**src/rtl/game_pkg.sv**
```systemverilog
// Shared definitions for the life-control blocks (player, enemy, boss).
// Holds the life FSM state encoding so every life block decodes the same
// values.
package game_pkg;

  localparam int STATE_W = 2;

  typedef enum logic [STATE_W-1:0] {
    ALIVE  = 2'd0,
    INVULN = 2'd1,
    DEAD   = 2'd2
  } life_state_t;

endpackage

```
**src/rtl/invuln_timer.sv**
```systemverilog
// Post-hit invulnerability timer.
// Counts up from 0 while enabled. tc flags the last cycle of the window
// (cnt == INVULN_CYCLES-1), and the counter returns to 0 on that edge.
//   clk_22 : clock
//   rst_n  : synchronous active-low reset
//   clr    : force the count to 0 (wins over en)
//   en     : advance the count by one this cycle
//   cnt    : current count
//   tc     : terminal-count flag, only asserted while en is high
module invuln_timer #(
  parameter  int INVULN_CYCLES = 64,
  localparam int CNT_W         = $clog2(INVULN_CYCLES + 1)
) (
  input  logic             clk_22,
  input  logic             rst_n,
  input  logic             clr,
  input  logic             en,
  output logic [CNT_W-1:0] cnt,
  output logic             tc
);

  localparam logic [CNT_W-1:0] LAST = CNT_W'(INVULN_CYCLES - 1);

  assign tc = en && (cnt == LAST);

  always_ff @(posedge clk_22) begin
    if (!rst_n) begin
      cnt <= '0;
    end else if (clr || tc) begin
      cnt <= '0;
    end else if (en) begin
      cnt <= cnt + CNT_W'(1);
    end
  end

endmodule

```
**src/rtl/player_life_ctrl.sv**
```systemverilog
// Player life controller: tracks remaining lives, grants a timed
// invulnerability window after each hit, and holds in DEAD until a continue.
//   clk_22    : clock
//   rst_n     : synchronous active-low reset
//   hit       : player struck this cycle (level-sampled)
//   extend    : extra-life award this cycle
//   cont      : continue request, only honoured in DEAD
//   life      : remaining lives (registered)
//   visible   : sprite enable (blinks while invulnerable)
//   invuln    : high in INVULN
//   game_over : high in DEAD
//   hit_ack   : one-cycle pulse per accepted hit
//
// state  | meaning
// -------+------------------------------------------------------------
// ALIVE  | vulnerable; a hit costs a life
// INVULN | post-hit / post-continue grace window, hits ignored
// DEAD   | no lives left; waits for cont, life held at 0
module player_life_ctrl
  import game_pkg::*;
#(
  parameter  int MAX_LIFE      = 3,
  parameter  int INIT_LIFE     = 3,
  parameter  int INVULN_CYCLES = 64,
  parameter  int BLINK_SHIFT   = 3,
  localparam int LIFE_W        = $clog2(MAX_LIFE + 1),
  localparam int CNT_W         = $clog2(INVULN_CYCLES + 1)
) (
  input  logic              clk_22,
  input  logic              rst_n,
  input  logic              hit,
  input  logic              extend,
  input  logic              cont,
  output logic [LIFE_W-1:0] life,
  output logic              visible,
  output logic              invuln,
  output logic              game_over,
  output logic              hit_ack
);

  localparam logic [LIFE_W-1:0] LIFE_MAX  = LIFE_W'(MAX_LIFE);
  localparam logic [LIFE_W-1:0] LIFE_INIT = LIFE_W'(INIT_LIFE);
  // Mask form of cnt[BLINK_SHIFT]; evaluates to 0 (never lit) when the
  // timer is too short to reach that bit.
  localparam logic [CNT_W-1:0]  BLINK_MASK = CNT_W'(1) << BLINK_SHIFT;

  life_state_t       state;
  logic [CNT_W-1:0]  cnt;
  logic              tc;
  logic              blink;
  logic [LIFE_W-1:0] life_dec;
  logic [LIFE_W-1:0] life_inc;
  logic [LIFE_W-1:0] life_dec_inc;

  // Counter sits at 0 outside INVULN, so every entry starts from 0.
  invuln_timer #(
    .INVULN_CYCLES(INVULN_CYCLES)
  ) u_timer (
    .clk_22(clk_22),
    .rst_n (rst_n),
    .clr   (state != INVULN),
    .en    (state == INVULN),
    .cnt   (cnt),
    .tc    (tc)
  );

  // Saturating arithmetic; hit+extend is decrement-then-increment so a
  // full life bar stays full.
  assign life_dec     = (life == '0) ? '0 : life - LIFE_W'(1);
  assign life_inc     = (life >= LIFE_MAX) ? LIFE_MAX : life + LIFE_W'(1);
  assign life_dec_inc = (life_dec >= LIFE_MAX) ? LIFE_MAX : life_dec + LIFE_W'(1);

  always_ff @(posedge clk_22) begin
    if (!rst_n) begin
      state   <= ALIVE;
      life    <= LIFE_INIT;
      hit_ack <= 1'b0;
    end else begin
      hit_ack <= 1'b0;
      case (state)
        ALIVE: begin
          if (hit) begin
            hit_ack <= 1'b1;
            if (extend) begin
              life  <= life_dec_inc;
              state <= INVULN;
            end else begin
              life  <= life_dec;
              state <= (life_dec == '0) ? DEAD : INVULN;
            end
          end else if (extend) begin
            life <= life_inc;
          end
        end
        INVULN: begin
          if (extend) life <= life_inc;
          if (tc) state <= ALIVE;
        end
        DEAD: begin
          if (cont) begin
            life  <= LIFE_INIT;
            state <= INVULN;
          end else begin
            life <= '0;
          end
        end
        default: state <= ALIVE;
      endcase
    end
  end

  assign blink     = |(cnt & BLINK_MASK);
  assign visible   = (state == ALIVE) || ((state == INVULN) && blink);
  assign invuln    = (state == INVULN);
  assign game_over = (state == DEAD);

endmodule
```
**config.mk**
```make
export PLATFORM = sky130hd
export DESIGN_NAME = player_life_ctrl
export DESIGN_NICKNAME = d
export VERILOG_FILES = /design/src/rtl/game_pkg.sv /design/src/rtl/invuln_timer.sv /design/src/rtl/player_life_ctrl.sv
export SDC_FILE = /design/constraint.sdc
export NUM_CORES = 1
export LEC_CHECK = 0
export ABC_AREA = 1
export BUFFER_PORTS_ARGS = -buffer_cell sky130_fd_sc_hd__buf_2
export CORE_MARGIN = 3
export CORE_UTILIZATION = 40
export CTS_CLUSTER_DIAMETER = 120
export DETAILED_ROUTE_END_ITERATION = 12
export GPL_TIMING_DRIVEN = 1
export PLACE_DENSITY = 0.69
export SYNTH_ARGS = -nofsm -noshare
export SYNTH_HDL_FRONTEND = slang
export SYNTH_SLANG_ARGS = --single-unit
```
**constraint.sdc**
```tcl
create_clock -name clk_22 -period 2.27 [get_ports clk_22]
set_clock_uncertainty 0.1 [all_clocks]
set_input_delay 0.1135 -clock clk_22 [delete_from_list [all_inputs] [get_ports clk_22]]
set_output_delay 0.1135 -clock clk_22 [all_outputs]
set_load 0.02 [all_outputs]
```
==> flow_summary.json <==
{
  "yosysWarnings": 0,
  "post_synth_and_or_nand_nor_area_fraction_pct": 35.26,
  "synthMuxAreaShare_pct": 0,
  "ys_seq_area_share_pct": 33.68,
  "start_kind": "flop",
  "die_w_um": 48.23,
  "hold_violations": 0,
  "synth_xor_area_share_pct": 4.912,
  "std_cell_rows": 14,
  "clkLatencyLatePin_ps": 260,
  "htree_levels": 1,
  "syn-cell-area_sq_um": 713.2,
  "maxCapViolCount": 0,
  "worstPathMaxFanout": 10,
  "syn_area_per_cell_sq_um": 7.061,
  "core-area_sq_mm": 0.001594,
  "ios": 11,
  "synth_cell_type_count": 18,
  "timing.final.crit_share_pct": 75.18,
  "first_pass_iters": 4,
  "maxSlewHeadroom_pct": 77.69,
  "synth_top_family_by_area": "simple AND/OR/NAND/NOR gates",
  "crit_type": "flop to output port",
  "grt_usage_pct": 13.30,
  "post_cts_resized": 0,
  "num_vias": 596,
  "postLayoutCoreUtil_pct": 51.10,
  "cp_data_arrival_time_ps": 1490,
  "p_sw_share_pct": 45.39,
  "finalSetupViolCount": 0,
  "vias_per_cell": 4.319,
  "final.setup.tns_ps": 0,
  "grt_pass1_vias": 509,
  "post-cts-setup-buffers": 0,
  "pre_cts_ws_ps": 802.7,
  "synthFlopType": "dfxtp_1",
  "port-buffer-count": 10,
  "ant_nets": 0,
  "crit_path_end_kind": "output port",
  "power_frac_clock_pct": 13.7,
  "area_delta_synth_final_pct": 14.21,
  "p_per_area_mw_per_mm2": 1078,
  "n_antenna_cell": 0,
  "grt_max_degree": 11,
  "ctsHoldBuffers": 1,
  "p_leak_uw": 0.0003755,
  "wl_per_cell_um": 9.174,
  "cts_sinks": 12,
  "initial_utilization_pct": 44.74,
  "nets": 126,
  "p_sw_uw": 398.5,
  "cts-buffers-inserted": 3,
  "max_freq_mhz": 586.0,
  "hold_path_class": "input pin to flop",
  "required_ps": 2060,
  "layout_setup_ws_ps": 563.5,
  "dp_hpwl_mm": 1.059,
  "max_slew.worst_pin.slew_ps": 334.6,
  "clock_path_buffers": 2,
  "cts_tree": "done",
  "pwr-share-seq_pct": 32.5,
  "gp_congestion": 0.8903,
  "dieArea_sq_mm": 0.002326,
  "comb_power_share_pct": 53.8,
  "synthCells": 101,
  "internal-power_uw": 479.4,
  "min_period_ps": 1707,
  "async_flop_share_pct": 0,
  "wl_mm": 1.266,
  "clk_transition_reported_paths_ps": 60,
  "drc": 0,
  "drive_above_1_share_pct": 21.05,
  "synth-seq-cells": 12,
  "grt_pass1_wl_mm": 2.125,
  "die_y_um": 48.23,
  "antenna_found_initial": 0,
  "rsz0062_at_grt": "false",
  "p_total_uw": 877.9,
  "irDropWorstVdd_mv": 0.6940,
  "drv_slew": 0,
  "synth_edf_count": 0,
  "grt_overflow": 0,
  "root_buffer": "clkbuf_4",
  "syn_nets": 111,
  "synth-compound-area-share_pct": 7.895,
  "outcome": "completed",
  "drt_iter0_markers": 14,
  "synth_adder_area_share_pct": 8.772
}
## path summary, 6_finish.rpt
path | cells past startpoint | end | start | slack, ps
worst min-delay path | 3 | hit_ack$_SDFF_PN0_ | hit | 80
worst max-delay path | 5 | visible | state[1]$_SDFFE_PN0P_ | 560
worst min register to register | 2 | u_timer.cnt[6]$_SDFFE_PP0P_ | u_timer.cnt[6]$_SDFFE_PP0P_ | 370
worst max register to register | 7 | u_timer.cnt[5]$_SDFFE_PP0P_ | state[1]$_SDFFE_PN0P_ | 810
## cells by family (layout without fill, tap and decap cells)
group,Yosys count,in the layout
AND/OR/NAND/NOR,54,54
AO/OA/AOI/OAI,10,10
flip-flops,12,12
XOR/XNOR,4,4
adder cells (fa/ha/maj),5,5
buffers and inverters,16,29
## power groups by stage
stage | combinational, uW | sequential [uW] | clock (uW)
after floorplan | 364 | 305 | 0
after global placement | 469 | 289 | 0
after detailed placement | 471 | 291 | 0
after CTS | 475 | 286 | 127
after global routing | 537 | 293 | 136
final | 472 | 285 | 120
## layout by cell type, fill, tap and decap left out, drive strengths merged
| cell type | netlist | layout |
|---|---|---|
| buf | 1 | 10 |
| nand3 | 10 | 10 |
| nand2 | 30 | 30 |
| o21ai | 3 | 3 |
| a21oi | 6 | 6 |
| ha | 5 | 5 |
| xnor2 | 1 | 1 |
| o211ai | 1 | 1 |
| nor3 | 1 | 1 |
| nor2 | 13 | 13 |
| dfxtp | 12 | 12 |
| dlygate4sd3 | 0 | 1 |
| xor2 | 3 | 3 |
| inv | 15 | 15 |
| clkbuf | 0 | 3 |
## cell usage after synthesis, types with 2 or more instances
library cell / instances / share of area, %
a21oi_1: 5 / 3.5
dfxtp_1: 12 / 34
ha_1: 5 / 8.8
inv_1: 15 / 7.9
nand2_1: 26 / 14
nand2_2: 4 / 3.5
nand3_1: 8 / 5.6
nand3_2: 2 / 2.8
nor2_1: 9 / 4.7
nor2_2: 3 / 2.6
o21ai_0: 3 / 2.1
xor2_1: 3 / 3.7
## metrics by stage
stage | area, sq um | std cells | hold WS (ps)
finish | 814.5 | 138 | 81.73
global route | 814.5 | 138 | 108.1
CTS | 814.5 | 138 | 74.20
detailed placement | 782.0 | 134 | 271.5
global placement | 782.0 | 134 | 270.9
floorplan | 713.2 | 101 | 112.1
## worst max-delay path, cell delays in order (launching register included)
cell and delay [ps]:
dfxtp_1 330, inv_1 80, ha_1 350, inv_1 90, o21ai_0 180, buf_2 190
## per-layer routing
metal	GRT usage, %	share of wire, %
met5	0	0
met4	4.839	1.2
met3	5.535	4.8
met2	18.75	44
met1	18.00	50
## sequential cells by signal, summed over array words and instances, names as in the netlist
signal	cells
hit_ack	1
life	2
state	2
u_timer.cnt	7
## cell type report
| type | instances | area (sq um) |
|---|---|---|
| tap | 24 | 30.03 |
| multi-input combinational | 73 | 405.4 |
| sequential | 12 | 240.2 |
| inverter | 15 | 56.30 |
| fill | 162 | 779.5 |
| clock buffer | 3 | 22.52 |
| timing repair buffer | 11 | 60.06 |
Power figures use the tool's default switching activity.
